`config.mk`:
```
export PLATFORM = sky130hd
export DESIGN_NAME = sram_bus_arbiter
export DESIGN_NICKNAME = d
export VERILOG_FILES = /design/src/rtl/sram_bus_arbiter.sv
export SDC_FILE = /design/constraint.sdc
export NUM_CORES = 1
export LEC_CHECK = 0
export BUFFER_PORTS_ARGS = -buffer_cell sky130_fd_sc_hd__buf_4
export CAP_MARGIN = 20
export CORE_AREA = 3 3 89 91
export DETAILED_ROUTE_END_ITERATION = 12
export DIE_AREA = 0 0 92 94
export GPL_TIMING_DRIVEN = 1
export HOLD_SLACK_MARGIN = 0.02
export PLACE_DENSITY = 0.69
export SLEW_MARGIN = 20
export SYNTH_ARGS = -nofsm -noshare
export SYNTH_HDL_FRONTEND = slang
export SYNTH_SLANG_ARGS = --single-unit
export TNS_END_PERCENT = 20
```
`constraint.sdc`:
```
create_clock -name clk -period 1.45 [get_ports clk]
set_input_delay 0.0725 -clock clk [delete_from_list [all_inputs] [get_ports clk]]
set_output_delay 0.0725 -clock clk [all_outputs]
set_load 0.005 [all_outputs]
```
`src/rtl/sram_bus_arbiter.sv`:
```
// sram_bus_arbiter
//   Shares one SRAM controller port between the instruction-fetch (IF) and
//   load/store (MEM) requesters. MEM has fixed priority. After STARVE_LIMIT
//   consecutive MEM completions while IF was waiting, IF is forced to win.
//   Once an op stalls on the bus, the grant is locked to its owner until it
//   completes.
//
// Handshake: a requester raises *_read_op / *_write_op and holds op, addr and
//   data stable while its *_stall is 1. An op completes in the cycle it owns
//   the bus with bus_stall=0; that edge is the hand-off and the only cycle in
//   which *_data_read carries valid data. Dropping an op while stalled aborts
//   it and releases the lock.
//
// Ports
//   clk, rst                       clock (rising edge), async active-low reset
//   if_addr, if_read_op            IF request (IF never writes)
//   if_data_read, if_stall         IF response
//   mem_addr, mem_read_op,
//   mem_write_op, mem_data_write   MEM request (read+write together = write)
//   mem_data_read, mem_stall       MEM response
//   bus_addr, bus_read_op,
//   bus_write_op, bus_data_write   to SRAM controller
//   bus_data_read, bus_stall       from SRAM controller
//   grant                          {mem,if} one-hot owner this cycle, 00 = none
module sram_bus_arbiter #(
   parameter int ADDR_WIDTH   = 20,
   parameter int DATA_WIDTH   = 32,
   parameter int STARVE_LIMIT = 4
) (
   input  logic                  clk,
   input  logic                  rst,
   input  logic [ADDR_WIDTH-1:0] if_addr,
   input  logic                  if_read_op,
   output logic [DATA_WIDTH-1:0] if_data_read,
   output logic                  if_stall,
   input  logic [ADDR_WIDTH-1:0] mem_addr,
   input  logic                  mem_read_op,
   input  logic                  mem_write_op,
   input  logic [DATA_WIDTH-1:0] mem_data_write,
   output logic [DATA_WIDTH-1:0] mem_data_read,
   output logic                  mem_stall,
   output logic [ADDR_WIDTH-1:0] bus_addr,
   output logic                  bus_read_op,
   output logic                  bus_write_op,
   output logic [DATA_WIDTH-1:0] bus_data_write,
   input  logic [DATA_WIDTH-1:0] bus_data_read,
   input  logic                  bus_stall,
   output logic [1:0]            grant
);

   typedef enum logic [1:0] {
      IDLE     = 2'd0,
      LOCK_IF  = 2'd1,
      LOCK_MEM = 2'd2
   } state_t;

   localparam logic [3:0] STARVE_MAX = 4'(STARVE_LIMIT);

   state_t     state, state_nxt;
   logic [3:0] starve_cnt;

   logic if_req, mem_req, mem_rd_only;
   logic sel_if, sel_mem;
   logic if_done, mem_done;

   assign if_req      = if_read_op;
   assign mem_req     = mem_read_op | mem_write_op;
   assign mem_rd_only = mem_read_op & ~mem_write_op;

   // Owner selection and next state. In IDLE the winner is chosen in the same
   // cycle so an unstalled SRAM gives single-cycle transactions.
   always_comb begin
      sel_if    = 1'b0;
      sel_mem   = 1'b0;
      state_nxt = state;
      case (state)
         IDLE: begin
            if (mem_req && !(if_req && starve_cnt == STARVE_MAX)) begin
               sel_mem = 1'b1;
            end else if (if_req) begin
               sel_if = 1'b1;
            end
            if (sel_mem && bus_stall) state_nxt = LOCK_MEM;
            else if (sel_if && bus_stall) state_nxt = LOCK_IF;
         end
         LOCK_IF: begin
            sel_if = if_req;
            if (!if_req || !bus_stall) state_nxt = IDLE;
         end
         LOCK_MEM: begin
            sel_mem = mem_req;
            if (!mem_req || !bus_stall) state_nxt = IDLE;
         end
         default: state_nxt = IDLE;
      endcase
   end

   assign if_done  = sel_if  & ~bus_stall;
   assign mem_done = sel_mem & ~bus_stall;

   // Output datapath. Reset forces every output low combinationally so the
   // bus is released the moment rst falls, without waiting for a clock.
   always_comb begin
      grant          = 2'b00;
      bus_addr       = '0;
      bus_read_op    = 1'b0;
      bus_write_op   = 1'b0;
      bus_data_write = '0;
      if_stall       = 1'b0;
      mem_stall      = 1'b0;
      if_data_read   = '0;
      mem_data_read  = '0;
      if (rst) begin
         grant = {sel_mem, sel_if};
         if (sel_mem) begin
            bus_addr       = mem_addr;
            bus_read_op    = mem_rd_only;
            bus_write_op   = mem_write_op;
            bus_data_write = mem_data_write;
         end else if (sel_if) begin
            bus_addr    = if_addr;
            bus_read_op = 1'b1;
         end
         if_stall  = if_req  & ~if_done;
         mem_stall = mem_req & ~mem_done;
         if (if_done)                 if_data_read  = bus_data_read;
         if (mem_done && mem_rd_only) mem_data_read = bus_data_read;
      end
   end

   always_ff @(posedge clk or negedge rst) begin
      if (!rst) begin
         state      <= IDLE;
         starve_cnt <= 4'd0;
      end else begin
         state <= state_nxt;
         // Counts MEM wins that kept a waiting IF off the bus.
         if (!if_req || if_done) begin
            starve_cnt <= 4'd0;
         end else if (mem_done && starve_cnt < STARVE_MAX) begin
            starve_cnt <= starve_cnt + 4'd1;
         end
      end
   end

endmodule

```
==> out/results.ini, run 1 <==
[clocking]
htree_levels = 1
insertion_delay_ps = 220
cts_num_sinks = 6
cts_made_buffers = 3
cts_tree = yes
clk_path_buf_depth = 2
root_buffer = clkbuf_8
clk_pin_slew_worst_paths_ps = 40

[cells_and_area]
nets = 556
antenna_cells = 0
layout_common_cells = 226 x buf_4, 64 x nor2_1, 33 x nand2_1
area_growth_syn_to_layout_pct = 164
layout.cells.most_common = buf_4
drive_gt1_frac = 0.622

[job]
drv_cap = 0

[global_route]
grt_pass1_wl_um = 11200
grt_max_degree = 36
grt_pass1_vias = 2371
grtUsageTotal = 0.157
antenna_found_initial = 0
grt_remaining_overflow = 0

[route]
dr.pass1.iters = 4
drt-total-wl_um = 7510
drc = 0
drtAntennaViolNets = 0
vias_per_cell = 4.33
num_vias = 2341
wl_per_cell_um = 13.9
first_iter_violations = 53

[power]
p_int_mw = 0.839
pwr-share-comb = 0.637
vdd_drop_max_mv = 0.276
clkPwrFrac = 0.211
seqPwrFrac = 0.151
power_density_nw_per_um2 = 353
p_sw_frac = 0.302
p_sw_mw = 0.364
leakage_nw = 1.87

[sta]
final.setup.tns_ps = -37420
hold_viol = 0
rsz0062_at_grt = yes
worst_slack_ps = -401
setup_viol_count_final = 122
timing.hold.ws_ps = 125
fin_skew_ps = 2.42
fin_crit_sh = 1.28
tightest_slew_ps = 330
max_freq_mhz = 540
slew_viol_final = 0
period_needed_ps = 1850
slew_headroom = 0.780

[critical_path]
critPathLaunchType = flop
slowest_delay_ps = 380
crit_type = reg -> out
arrival_ps = 1780
path_max_fanout = 22
cpMaxStageDelayCell = dfrtp_1
cp-end-kind = output pin
cp.required_ps = 1380
path_cells = inv_2 -> ha_4 -> nand4b_4 -> buf_6 -> a211oi_4 -> buf_12 -> a22o_1 -> buf_4

[placement]
gp_congestion = 0.862
port_buffers = 231
dp_hpwl_um = 6200

[synthesis]
syn_area_per_cell_um2 = 6.14
syn_inst = 210
ys_types = 31
syn_area_um2 = 1290
synthArstFlopShare = 1.00
synth-edff-count = 0
synth_flop_cell = dfrtp_1
ys_seq_elements = 6
yosys_warnings = 0
synthesis.nets = 322
ys_seq_area_frac = 0.116

[run_status]
violations = setup timing
status = finished, violations left

[worst_hold_path]
hold_path.class = in -> reg

[die]
die_w_um = 92
die_y_um = 94
dieArea_um2 = 8650
initial_utilization = 0.179
io_pins = 232
core-area_um2 = 7210
std_cell_rows = 31

-- cell families after synthesis --
kind of cell | Yosys count | synth area share
AO/OA/AOI/OAI | 36 | 0.243
multiplexers | 1 | 0.00776
flip-flops | 6 | 0.116
adder cells (fa/ha/maj) | 2 | 0.0194
buffers and inverters | 23 | 0.0999
AND/OR/NAND/NOR | 142 | 0.513
-- critical path, delay by kind of cell, from the launching register on --
kind	cells	cell delay [ps]
fa+ha+maj	1	140
flops	1	380
simple gates	1	110
compound gates	2	390
buf+inv	4	520
-- metal layers --
layer	vias to the layer above	global-route usage	wire length, um
met1	1047	0.176	2710
met4	0	0.0272	41
met3	5	0.0369	719
met5	-	0	0
met2	136	0.304	4040
li1	1153	-	-
-- power by group through the flow --
stage | registers, mW | clock network (mW) | logic, mW
after detailed placement | 0.182 | 0 | 0.705
after floorplan | 0.184 | 0 | 0.242
after CTS | 0.182 | 0.262 | 0.753
after global placement | 0.182 | 0 | 0.695
final | 0.182 | 0.254 | 0.767
after global routing | 0.183 | 0.269 | 0.835
-- flip-flops by register name, summed over array words and instances (netlist names) --
name,flops
starve_cnt,4
state,2
-- cell usage after synthesis, types with 2 or more instances --
library cell | n | area, um2
a211oi_1 | 2 | 15.0
a22o_1 | 20 | 175
and2_1 | 33 | 206
and3_1 | 2 | 12.5
buf_2 | 9 | 45.0
buf_4 | 2 | 15.0
buf_6 | 3 | 33.8
clkbuf_1 | 4 | 15.0
dfrtp_1 | 6 | 150
ha_1 | 2 | 25.0
inv_1 | 4 | 15.0
nand2_1 | 33 | 124
nand3_1 | 2 | 10.0
nor2_1 | 65 | 244
nor3_1 | 2 | 10.0
nor3b_1 | 2 | 15.0
o211a_1 | 3 | 30.0
o21ai_0 | 3 | 15.0
-- final cells by class --
cell class / instances / area, um2
inverters: 4 / 15.0
fillers: 717 / 3810
flip-flops and latches: 6 / 150
multi-input cells: 181 / 1080
clock buffers: 3 / 41.3
well taps: 99 / 124
repair buffers: 248 / 1990
-- what timing repair did --
action                                  in CTS  in global routing
gates cloned                                 1                  0
endpoints found under the setup margin     122                125
gates resized for setup                     24                 16
pin swaps                                    8                 12
hold buffers                                 1                  0
buffers inserted                             1                  0
hold endpoints to repair                     6                  0
-- worst paths after layout --
check                                end          start  slack, ps  cells past startpoint
min                             state[1]      bus_stall        120                      2
max in group asynchronous  starve_cnt[0]            rst        560                      3
max reg2reg                starve_cnt[1]  starve_cnt[1]         40                      8
min reg2reg                     state[0]       state[1]        600                      1
max                          bus_addr[0]  starve_cnt[1]       -400                      8
min in group asynchronous       state[1]            rst        670                      3
-- metrics by stage --
step                setup WS [ps]  utilization  total power [mW]  std cells  area (um2)
finish                       -401        0.472              1.20        541        3400
global route                 -506        0.472              1.29        541        3400
CTS                          -404        0.465              1.20        541        3350
detailed placement           -197        0.443             0.887        535        3200
global placement             -164        0.443             0.877        535        3200
floorplan                   -78.1            -             0.425        210        1290
(Power assumes the default switching activity.)
==> run 2: changes to the inputs <==
CORE_AREA = 2 2 91 93   (was 3 3 89 91)
DIE_AREA = 0 0 93 95   (was 0 0 92 94)
PLACE_DENSITY = 0.65   (was 0.69)
SETUP_SLACK_MARGIN = 0.05   (was not set)
==> out/results.ini, run 2 (synthesis gave the netlist of run 1 again) <==
[global_route]
grt_pass1_vias = 2186
grt_remaining_overflow = 0
antenna_found_initial = 0
grt_pass1_wl_um = 10800
grtUsageTotal = 0.154
grt_max_degree = 36

[cells_and_area]
layout_common_cells = 229 x buf_4, 65 x nor2_1, 33 x nand2_1
antenna_cells = 0
area_growth_syn_to_layout_pct = 165
layout.cells.most_common = buf_4
largest_reg_flops = 4
nets = 557
reg.largest.list = starve_cnt x4, state x2
largest_register = starve_cnt
drive_gt1_frac = 0.623

[critical_path]
cpMaxStageDelayCell = dfrtp_1
cp.required_ps = 1380
critPathLaunchType = flop
path_delay_family = buffers and inverters
cp-end-kind = output pin
path_buf_inv = 4
arrival_ps = 1820
crit_type = reg -> out
slowest_delay_ps = 380
crit_top_cell = buf_4
path_max_fanout = 22
path_cells = inv_2 -> ha_4 -> nand4b_4 -> buf_4 -> a211oi_4 -> buf_12 -> a22o_1 -> buf_4

[clocking]
cts_made_buffers = 3
clk_pin_slew_worst_paths_ps = 40
clk_path_buf_depth = 2
htree_levels = 1
insertion_delay_ps = 220
root_buffer = clkbuf_8
cts_num_sinks = 6
cts_tree = yes

[sta]
worst_slack_ps = -447
slew_viol_final = 0
rsz0062_at_grt = yes
tightest_slew_ps = 358
final.setup.tns_ps = -39510
setup_viol_count_final = 123
slew_headroom = 0.759
period_needed_ps = 1900
max_freq_mhz = 527
hold_viol = 0
fin_crit_sh = 1.31
fin_skew_ps = 2.60

[worst_hold_path]
hold_path.class = in -> reg

[power]
leakage_nw = 1.88
vdd_drop_max_mv = 0.279
power_density_nw_per_um2 = 354

[placement]
pre_cts_slack_ps = -243
dp_hpwl_um = 6510
gp_congestion = 0.793
port_buffers = 231

[run_status]
violations = setup timing
status = finished, violations left

[route]
drc = 0
dr.pass1.iters = 4
drtAntennaViolNets = 0
first_iter_violations = 71
drt-total-wl_um = 7870
vias_per_cell = 4.31
wl_per_cell_um = 14.4
num_vias = 2361

[die]
core-area_um2 = 7930
io_pins = 232
initial_utilization = 0.163
die_y_um = 95
dieArea_um2 = 8840
std_cell_rows = 33
die_w_um = 93

[job]
drv_cap = 0

==> run 2: repair_timing <==
item	CTS	global route
endpoints found under the setup margin	125	126
pin swaps	8	12
gates resized for setup	25	14
cloned	1	0
buffers inserted	4	0
endpoints found under the hold margin	6	0
hold buffers	1	0
==> run 2: per-stage QoR <==
| stage | instances | area (um2) | power [mW] | hold WS [ps] | util |
|---|---|---|---|---|---|
| after floorplan | 210 | 1290 | 0.425 | -223 | - |
| after global placement | 539 | 3190 | 0.880 | 141 | 0.402 |
| after detailed placement | 539 | 3190 | 0.887 | 143 | 0.402 |
| after CTS | 548 | 3380 | 1.20 | 124 | 0.426 |
| after global routing | 548 | 3420 | 1.29 | 149 | 0.432 |
| final | 548 | 3420 | 1.21 | 137 | 0.432 |
==> run 2: final cells by class <==
cell class / count / area (um2)
Tap cell: 105 / 131
Inverter: 4 / 15.0
Multi-Input combinational cell: 181 / 1090
Sequential cell: 6 / 150
Timing Repair Buffer: 249 / 1990
Clock buffer: 3 / 41.3
Fill cell: 816 / 4500
==> run 2: power breakdown <==
part,switching (mW),internal [mW],leakage (nW),total [mW]
combinational,0.290,0.489,1.77,0.779
sequential,0.00762,0.175,0.0811,0.183
clock,0.0736,0.179,0.0216,0.252
==> run 2: final timing paths <==
path / startpoint / end / cells past startpoint / slack (ps)
worst max register to register: starve_cnt[0] / starve_cnt[0] / 8 / 0
worst min register to register: starve_cnt[3] / starve_cnt[3] / 1 / 600
worst max-delay path: starve_cnt[0] / bus_addr[8] / 8 / -450
max in group asynchronous: rst / state[1] / 3 / 520
worst min-delay path: bus_stall / state[1] / 2 / 140
min in group asynchronous: rst / starve_cnt[2] / 3 / 690
==> run 2: routing by layer <==
layer	track usage	vias up	wire length, um
met5	0	-	0
met4	0.0380	0	99
met3	0.0391	6	793
met2	0.284	135	3990
met1	0.178	1062	2980
li1	-	1158	-
